<file path="config.mk">
export PLATFORM = sky130hd
export DESIGN_NAME = ct_f_spsram_256x54_ctrl_flat
export DESIGN_NICKNAME = d
export VERILOG_FILES = /design/src/rtl/ct_f_spsram_256x54_ctrl_pkg.sv /design/src/rtl/ct_f_spsram_256x54_ctrl_if.sv /design/src/rtl/ct_f_spsram_init_sweep.sv /design/src/rtl/ct_f_spsram_256x54_ctrl.sv /design/src/flat_wrapper.sv
export SDC_FILE = /design/constraint.sdc
export NUM_CORES = 1
export LEC_CHECK = 0
export BUFFER_PORTS_ARGS = -buffer_cell sky130_fd_sc_hd__buf_2
export CAP_MARGIN = 20
export CORE_AREA = 4 4 136 138
export CTS_CLUSTER_DIAMETER = 100
export DETAILED_ROUTE_END_ITERATION = 8
export DIE_AREA = 0 0 140 142
export GPL_TIMING_DRIVEN = 0
export PLACE_DENSITY = 0.58
export SLEW_MARGIN = 40
export SYNTH_ARGS = -nofsm -noshare
export SYNTH_HDL_FRONTEND = slang
export SYNTH_SLANG_ARGS = --single-unit
</file>
<file path="constraint.sdc">
create_clock -name forever_cpuclk -period 1.9 [get_ports forever_cpuclk]
set_clock_uncertainty 0.05 [all_clocks]
set_input_delay 0.38 -clock forever_cpuclk [delete_from_list [all_inputs] [get_ports forever_cpuclk]]
set_output_delay 0.38 -clock forever_cpuclk [all_outputs]
set_load 0.05 [all_outputs]
</file>
<file path="src/rtl/ct_f_spsram_256x54_ctrl_pkg.sv">
// Shared types and constants for the 256x54 single-port SRAM access controller.
package ct_f_spsram_256x54_ctrl_pkg;

   localparam int unsigned ADDR_WIDTH_DFLT = 8;
   localparam int unsigned DATA_WIDTH_DFLT = 54;

   // Per-bit WEN level that leaves a word untouched (WEN is active low).
   localparam logic SRAM_WEN_IDLE_BIT = 1'b1;

   // Clear sweep in progress, or normal request service.
   typedef enum logic {
      ST_INIT = 1'b0,
      ST_RUN  = 1'b1
   } sweep_state_e;

endpackage

</file>
<file path="src/rtl/ct_f_spsram_256x54_ctrl_if.sv">
// Requester and SRAM-side signal bundle of the 256x54 SRAM access controller.
interface ct_f_spsram_256x54_ctrl_if
   import ct_f_spsram_256x54_ctrl_pkg::*;
#(
   parameter int unsigned ADDR_WIDTH = ADDR_WIDTH_DFLT,
   parameter int unsigned DATA_WIDTH = DATA_WIDTH_DFLT
);

   logic                  flush_req;
   logic                  init_done;

   logic                  wr_vld;
   logic                  wr_rdy;
   logic [ADDR_WIDTH-1:0] wr_addr;
   logic [DATA_WIDTH-1:0] wr_data;
   logic [DATA_WIDTH-1:0] wr_bwe;

   logic                  rd_vld;
   logic                  rd_rdy;
   logic [ADDR_WIDTH-1:0] rd_addr;
   logic                  rd_data_vld;
   logic [DATA_WIDTH-1:0] rd_data;

   logic [ADDR_WIDTH-1:0] sram_a;
   logic                  sram_cen;
   logic                  sram_gwen;
   logic [DATA_WIDTH-1:0] sram_wen;
   logic [DATA_WIDTH-1:0] sram_d;
   logic [DATA_WIDTH-1:0] sram_q;

   // Controller side.
   modport slave (
      input  flush_req, wr_vld, wr_addr, wr_data, wr_bwe, rd_vld, rd_addr, sram_q,
      output init_done, wr_rdy, rd_rdy, rd_data_vld, rd_data,
             sram_a, sram_cen, sram_gwen, sram_wen, sram_d
   );

   // Requesting pipeline plus SRAM macro side.
   modport master (
      output flush_req, wr_vld, wr_addr, wr_data, wr_bwe, rd_vld, rd_addr, sram_q,
      input  init_done, wr_rdy, rd_rdy, rd_data_vld, rd_data,
             sram_a, sram_cen, sram_gwen, sram_wen, sram_d
   );

endinterface

</file>
<file path="src/rtl/ct_f_spsram_init_sweep.sv">
// INIT/RUN state and clear-sweep address counter for the SRAM access controller.
module ct_f_spsram_init_sweep
   import ct_f_spsram_256x54_ctrl_pkg::*;
#(
   parameter int unsigned ADDR_WIDTH = ADDR_WIDTH_DFLT
) (
   input  logic                  forever_cpuclk,
   input  logic                  cpurst_b,
   input  logic                  flush_req,
   output logic                  sweep_active,
   output logic [ADDR_WIDTH-1:0] sweep_addr
);

   localparam logic [ADDR_WIDTH-1:0] LAST_ADDR = '1;

   sweep_state_e          state;
   logic [ADDR_WIDTH-1:0] cnt;

   // Walk every address once in INIT; a flush in RUN restarts the walk from 0.
   always_ff @(posedge forever_cpuclk or negedge cpurst_b) begin
      if (!cpurst_b) begin
         state <= ST_INIT;
         cnt   <= '0;
      end else begin
         case (state)
            ST_INIT: begin
               if (cnt == LAST_ADDR) begin
                  state <= ST_RUN;
                  cnt   <= '0;
               end else begin
                  cnt <= cnt + ADDR_WIDTH'(1);
               end
            end
            ST_RUN: begin
               if (flush_req) begin
                  state <= ST_INIT;
                  cnt   <= '0;
               end
            end
            default: begin
               state <= ST_INIT;
               cnt   <= '0;
            end
         endcase
      end
   end

   assign sweep_active = (state == ST_INIT);
   assign sweep_addr   = cnt;

endmodule

</file>
<file path="src/rtl/ct_f_spsram_256x54_ctrl.sv">
// Access controller in front of the 256x54 single-port SRAM: clear sweep,
// write-priority arbitration, SRAM pin drive and read return with hold.
module ct_f_spsram_256x54_ctrl
   import ct_f_spsram_256x54_ctrl_pkg::*;
#(
   parameter int unsigned           ADDR_WIDTH = ADDR_WIDTH_DFLT,
   parameter int unsigned           DATA_WIDTH = DATA_WIDTH_DFLT,
   parameter logic [DATA_WIDTH-1:0] INIT_VAL   = '0
) (
   input logic                      forever_cpuclk,
   input logic                      cpurst_b,
   ct_f_spsram_256x54_ctrl_if.slave bus
);

   localparam logic [DATA_WIDTH-1:0] WEN_IDLE = {DATA_WIDTH{SRAM_WEN_IDLE_BIT}};

   logic                  sweep_active;
   logic [ADDR_WIDTH-1:0] sweep_addr;

   logic                  wr_rdy_c;
   logic                  rd_rdy_c;
   logic                  wr_acc_c;
   logic                  rd_acc_c;

   logic [ADDR_WIDTH-1:0] sram_a_c;
   logic                  sram_cen_c;
   logic                  sram_gwen_c;
   logic [DATA_WIDTH-1:0] sram_wen_c;
   logic [DATA_WIDTH-1:0] sram_d_c;
   logic [ADDR_WIDTH-1:0] last_a;

   logic                  rd_pend;
   logic [DATA_WIDTH-1:0] rd_hold;

   ct_f_spsram_init_sweep #(
      .ADDR_WIDTH (ADDR_WIDTH)
   ) u_sweep (
      .forever_cpuclk (forever_cpuclk),
      .cpurst_b       (cpurst_b),
      .flush_req      (bus.flush_req),
      .sweep_active   (sweep_active),
      .sweep_addr     (sweep_addr)
   );

   // Handshakes: nothing during the sweep or a flush cycle; a write wins over a read.
   always_comb begin
      wr_rdy_c = 1'b0;
      rd_rdy_c = 1'b0;
      if (!sweep_active) begin
         wr_rdy_c = !bus.flush_req;
         rd_rdy_c = !bus.flush_req && !bus.wr_vld;
      end
      wr_acc_c = bus.wr_vld && wr_rdy_c;
      rd_acc_c = bus.rd_vld && rd_rdy_c;
   end

   // SRAM pin drive: sweep write, requester write, read, or idle parked on the last address.
   always_comb begin
      sram_a_c    = last_a;
      sram_cen_c  = 1'b1;
      sram_gwen_c = 1'b1;
      sram_wen_c  = WEN_IDLE;
      sram_d_c    = '0;
      if (sweep_active) begin
         sram_a_c    = sweep_addr;
         sram_cen_c  = 1'b0;
         sram_gwen_c = 1'b0;
         sram_wen_c  = '0;
         sram_d_c    = INIT_VAL;
      end else if (wr_acc_c) begin
         sram_a_c    = bus.wr_addr;
         sram_cen_c  = 1'b0;
         sram_gwen_c = 1'b0;
         sram_wen_c  = ~bus.wr_bwe;
         sram_d_c    = bus.wr_data;
      end else if (rd_acc_c) begin
         sram_a_c    = bus.rd_addr;
         sram_cen_c  = 1'b0;
      end
   end

   // Remember the address on the pins so an idle cycle keeps A stable.
   always_ff @(posedge forever_cpuclk or negedge cpurst_b) begin
      if (!cpurst_b) begin
         last_a <= '0;
      end else begin
         last_a <= sram_a_c;
      end
   end

   // Read return: Q is valid the cycle after the accept; capture it for holding.
   always_ff @(posedge forever_cpuclk or negedge cpurst_b) begin
      if (!cpurst_b) begin
         rd_pend <= 1'b0;
         rd_hold <= '0;
      end else begin
         rd_pend <= rd_acc_c;
         if (rd_pend) begin
            rd_hold <= bus.sram_q;
         end
      end
   end

   assign bus.init_done   = !sweep_active;
   assign bus.wr_rdy      = wr_rdy_c;
   assign bus.rd_rdy      = rd_rdy_c;
   assign bus.rd_data_vld = rd_pend;
   assign bus.rd_data     = rd_pend ? bus.sram_q : rd_hold;

   assign bus.sram_a      = sram_a_c;
   assign bus.sram_cen    = sram_cen_c;
   assign bus.sram_gwen   = sram_gwen_c;
   assign bus.sram_wen    = sram_wen_c;
   assign bus.sram_d      = sram_d_c;

endmodule

</file>
<file path="src/flat_wrapper.sv">
// flat-port wrapper written by rule: the top's interface ports become plain ports
module ct_f_spsram_256x54_ctrl_flat import ct_f_spsram_256x54_ctrl_pkg::*;
#(
   parameter int unsigned           ADDR_WIDTH = ADDR_WIDTH_DFLT,
   parameter int unsigned           DATA_WIDTH = DATA_WIDTH_DFLT,
   parameter logic [DATA_WIDTH-1:0] INIT_VAL   = '0
)
  (forever_cpuclk, cpurst_b, bus_flush_req, bus_wr_vld, bus_wr_addr, bus_wr_data, bus_wr_bwe, bus_rd_vld, bus_rd_addr, bus_sram_q, bus_init_done, bus_wr_rdy, bus_rd_rdy, bus_rd_data_vld, bus_rd_data, bus_sram_a, bus_sram_cen, bus_sram_gwen, bus_sram_wen, bus_sram_d);
  ct_f_spsram_256x54_ctrl_if #(.ADDR_WIDTH(ADDR_WIDTH), .DATA_WIDTH(DATA_WIDTH)) bus_i ();
  input logic forever_cpuclk;
  input logic cpurst_b;
  input wire logic [$bits(bus_i.flush_req)-1:0] bus_flush_req;
  input wire logic [$bits(bus_i.wr_vld)-1:0] bus_wr_vld;
  input wire logic [$bits(bus_i.wr_addr)-1:0] bus_wr_addr;
  input wire logic [$bits(bus_i.wr_data)-1:0] bus_wr_data;
  input wire logic [$bits(bus_i.wr_bwe)-1:0] bus_wr_bwe;
  input wire logic [$bits(bus_i.rd_vld)-1:0] bus_rd_vld;
  input wire logic [$bits(bus_i.rd_addr)-1:0] bus_rd_addr;
  input wire logic [$bits(bus_i.sram_q)-1:0] bus_sram_q;
  output wire logic [$bits(bus_i.init_done)-1:0] bus_init_done;
  output wire logic [$bits(bus_i.wr_rdy)-1:0] bus_wr_rdy;
  output wire logic [$bits(bus_i.rd_rdy)-1:0] bus_rd_rdy;
  output wire logic [$bits(bus_i.rd_data_vld)-1:0] bus_rd_data_vld;
  output wire logic [$bits(bus_i.rd_data)-1:0] bus_rd_data;
  output wire logic [$bits(bus_i.sram_a)-1:0] bus_sram_a;
  output wire logic [$bits(bus_i.sram_cen)-1:0] bus_sram_cen;
  output wire logic [$bits(bus_i.sram_gwen)-1:0] bus_sram_gwen;
  output wire logic [$bits(bus_i.sram_wen)-1:0] bus_sram_wen;
  output wire logic [$bits(bus_i.sram_d)-1:0] bus_sram_d;
  assign bus_i.flush_req = bus_flush_req;
  assign bus_i.wr_vld = bus_wr_vld;
  assign bus_i.wr_addr = bus_wr_addr;
  assign bus_i.wr_data = bus_wr_data;
  assign bus_i.wr_bwe = bus_wr_bwe;
  assign bus_i.rd_vld = bus_rd_vld;
  assign bus_i.rd_addr = bus_rd_addr;
  assign bus_i.sram_q = bus_sram_q;
  assign bus_init_done = bus_i.init_done;
  assign bus_wr_rdy = bus_i.wr_rdy;
  assign bus_rd_rdy = bus_i.rd_rdy;
  assign bus_rd_data_vld = bus_i.rd_data_vld;
  assign bus_rd_data = bus_i.rd_data;
  assign bus_sram_a = bus_i.sram_a;
  assign bus_sram_cen = bus_i.sram_cen;
  assign bus_sram_gwen = bus_i.sram_gwen;
  assign bus_sram_wen = bus_i.sram_wen;
  assign bus_sram_d = bus_i.sram_d;
  ct_f_spsram_256x54_ctrl #(.ADDR_WIDTH(ADDR_WIDTH), .DATA_WIDTH(DATA_WIDTH), .INIT_VAL(INIT_VAL)) u_core (.forever_cpuclk(forever_cpuclk), .cpurst_b(cpurst_b), .bus(bus_i));
endmodule
</file>
==> run summary <==
## Outcome
* complete, but fails checks — result of the run
* negative setup slack — violations in the final reports

## Worst setup path
* flip-flop — kind of start point of the critical path
* nand2b_4 > inv_8 > and2_4 > bufbuf_16 > a21oi_4 > buf_6 — chain of cells forming the critical path
* 440 ps — CP peak stage delay
* 1470 ps — required time worst endpoint
* u_core.u_sweep.state — worst reg2reg path startpoint
* 410 ps — slack of the worst reg-to-reg path
* reg2out — Setup CP Type
* bus_sram_wen[10] — worst setup path endpoint
* output pin — type of element capturing the critical path
* u_core.u_sweep.sweep_addr[7] — terminus of the critical flop-to-flop path
* 4 — reg2reg path depth
* 5 — crit-path max FO
* u_core.u_sweep.state — Crit. Startpoint
* dfrtp_2 — library cell contributing the largest single delay on the critical path
* 1670 ps — data arrival time of the worst path

## Logic synthesis
* 44.7% — Seq/Total Area, Yosys
* dfrtp_1 — cell type with the largest total area after synthesis
* dfrtp_1, mux2_2, a21oi_2, and3_1, buf_2 — top post-synthesis cells by area
* 0.00404 mm^2 — synthesized area
* 548 — number of nets in the synthesized netlist
* 100% — share of flip-flops with an asynchronous set or reset
* 44.7% — area share of the leading cell type in the synthesized netlist
* 0 — Synthesis Warnings
* 364 — cell count after synthesis
* dfrtp_1 — most frequent cell after synthesis
* 11.1 um^2 — synthesized area per cell
* 0 — number of synthesized flops with an enable pin
* dfrtp_1 — flip-flop cell with the highest count after synthesis
* 72 — flip-flop and latch count after synthesis
* dfrtp_1, and3_1, mux2_2 — most common library cells after synthesis
* 41 — number of distinct library cells after synthesis

## Floorplanning
* 140 um — floorplan die width
* 48 — Site Rows
* 359 — I/O pins
* 23.5% — initial core utilization
* 0.0172 mm^2 — area of the core
* 0.0199 mm^2 — Die Outline Area
* 142 um — Die Span Y

## STA
* 0 — final slew viol count
* -199 ps — worst-case setup margin in the final layout
* yes — RSZ-0062 raised after global routing
* 110% — post-route clock period utilization
* 68.5% — Max-slew headroom
* 0 — number of hold-slack violations in the final timing report
* -17590 ps — Setup TNS Final
* 472 ps — slew of the pin with the lowest slew margin
* 171 — count of final setup violators
* 258 ps — Min Hold Slack
* 2100 ps — Final min period
* 476 MHz — maximum clock frequency

## Power
* 30.4% — Clk pwr share
* 2.21 mW — Net Sw Power
* 616 mW/mm^2 — PwrDens
* 37.9% — Comb pwr share
* 35.8% — proportion of total power due to net switching
* 31.7% — register share of total power
* 0.478 mV — peak supply drop
* 6.19 mW — total design power
* 4.71 nW — static power due to leakage
* 3.97 mW — internal power summed over all cells

## CTS
* yes — clock tree from TritonCTS
* clkbuf_16 — Root Driver
* 9 — total clock buffers created by CTS
* 70 ps — clock-pin transition on the worst setup and hold timing paths
* 2 — maximum buffer depth of the clock tree
* 3 — number of H-tree levels
* 72 — TritonCTS sink count
* 320 ps — Clk Latency, worst-skew pair

## Drt
* 4668 — total number of vias
* 4 — Pre-Repair DR Iteration Count
* 0 — residual DRC count
* 90 — drt initial violations
* 19.8 um — WL per Instance
* 0 — Antenna Violating Nets Remaining
* 4.55 — via count normalized by instance count
* 20300 um — final wirelength

## GRT
* 28500 um — first-pass GRT wire length
* 18.1% — overall global routing resource usage
* 53 — largest net degree at the start of global routing
* 1 — initial antenna violation count
* 5079 — vias in the first global route
* 0 — Congestion Overflow GR

## Layout
* 82.4% — layout cells sized above 1
* 1026 — Cell Count, Final, Fillers Out
* 979 — post-layout net count
* 149% — Synth-to-Final Area Change

## Min path
* in2reg — type of the tightest min-delay check

## Place
* 0.765 — RD Place Congestion
* 13700 um — HPWL after DPL
* 357 — number of buffer cells added on primary ports
* 947 — placed cell count

## Flow run
* 0 — max-cap violations

-- repair_timing --
item / CTS / global route
hold buffers: 1 / 0
endpoints found under the hold margin: 20 / 0
gates resized for setup: 535 / 148
endpoints found under the setup margin: 172 / 174
setup buffers: 36 / 18
pin swaps: 22 / 30
gates cloned: 11 / 4
-- routing by layer --
layer	track usage [%]	vias up	wire length, um	share of wire, %
met5	0	-	0	0
met4	3.67	0	185	0.91
met3	4.50	14	1310	6.4
met2	33.4	205	11100	55
met1	21.3	2263	7660	38
li1	-	2186	-	-
-- worst min-delay path by stage --
stage               slack (ps)                      to          startpoint  cells after the start
finish                     260       u_core.rd_hold[3]       bus_sram_q[3]                      2
global route               250       u_core.rd_hold[4]       bus_sram_q[4]                      2
CTS                        240      u_core.rd_hold[11]      bus_sram_q[11]                      2
detailed placement         200      u_core.rd_hold[18]            cpurst_b                      1
global placement           430      u_core.rd_hold[21]  u_core.rd_hold[21]                      1
floorplan                   30  u_core.bus.rd_data_vld            cpurst_b                      0
-- worst max-delay path: cells and delay by family (launching register included) --
kind	cells	cell delay, ps
buffers and inverters	3	500
DFF	1	440
and+or+nand+nor	2	270
AOI/OAI and AO/OA	1	120
-- power by group through the flow --
stage	Clock, mW	Combinational (mW)	Sequential (mW)
2_1_floorplan	0	1.22	1.91
3_3_place_gp	0	1.75	1.94
3_5_place_dp	0	1.78	1.94
4_1_cts	1.94	2.19	1.94
5_1_grt	2.01	2.49	1.99
6_report	1.88	2.34	1.96
-- cell type report --
type	count	area, um^2
diodes	1	2.50
plain buffers	35	457
clock buffers	9	225
clock inverters	7	108
fillers	1360	7140
inverters	3	26.3
multi-input cells	252	3040
flip-flops and latches	72	1800
well taps	225	282
repair buffers	421	4080
repair inverters	1	11.3
-- cells by family (layout without fill, tap and decap cells) --
logic type / count (synthesis) / after routing / share of synthesized area (%)
and+or+nand+nor: 103 / 104 / 15.7
AOI/OAI and AO/OA: 91 / 91 / 17.3
DFF: 72 / 72 / 44.7
muxes: 54 / 54 / 15.1
buffers and inverters: 41 / 476 / 6.61
xor gates and xnor gates: 2 / 2 / 0.434
adders and majority gates: 1 / 1 / 0.310
other: 0 / 1 / 0
-- state kept, by name (all words and copies together) (netlist names) --
register                   cells
u_core.last_a                  8
u_core.u_sweep.sweep_addr      8
u_core.rd_hold                54
u_core.u_sweep.state           1
u_core.bus.rd_data_vld         1
-- per-stage QoR --
step	util, %	cell area [um^2]	setup slack [ps]
2_1_floorplan	-	4540	-222
3_3_place_gp	38.5	6610	-450
3_5_place_dp	38.7	6650	-465
4_1_cts	54.2	9310	-231
5_1_grt	58.4	10000	-272
6_report	58.4	10000	-199
-- cells in the final DEF (no fill, tap or decap), drive strengths merged --
cell,count
a21o,2
a21oi,56
a221oi,6
a22o,2
a22oi,3
a31oi,3
and2,4
and3,55
and3b,5
buf,441
bufbuf,1
bufinv,2
clkbuf,22
clkinvlp,1
dfrtp,72
diode,1
dlygate4sd3,1
ha,1
inv,8
mux2,54
nand2,7
nand2b,4
nand3,5
nand3b,2
nand4,1
nor2,8
nor2b,8
nor4bb,1
o211ai,2
o21ai,15
o21bai,1
o311ai,1
or2,1
or3,1
or4,2
xnor2,1
xor2,1
(Power assumes the default switching activity.)
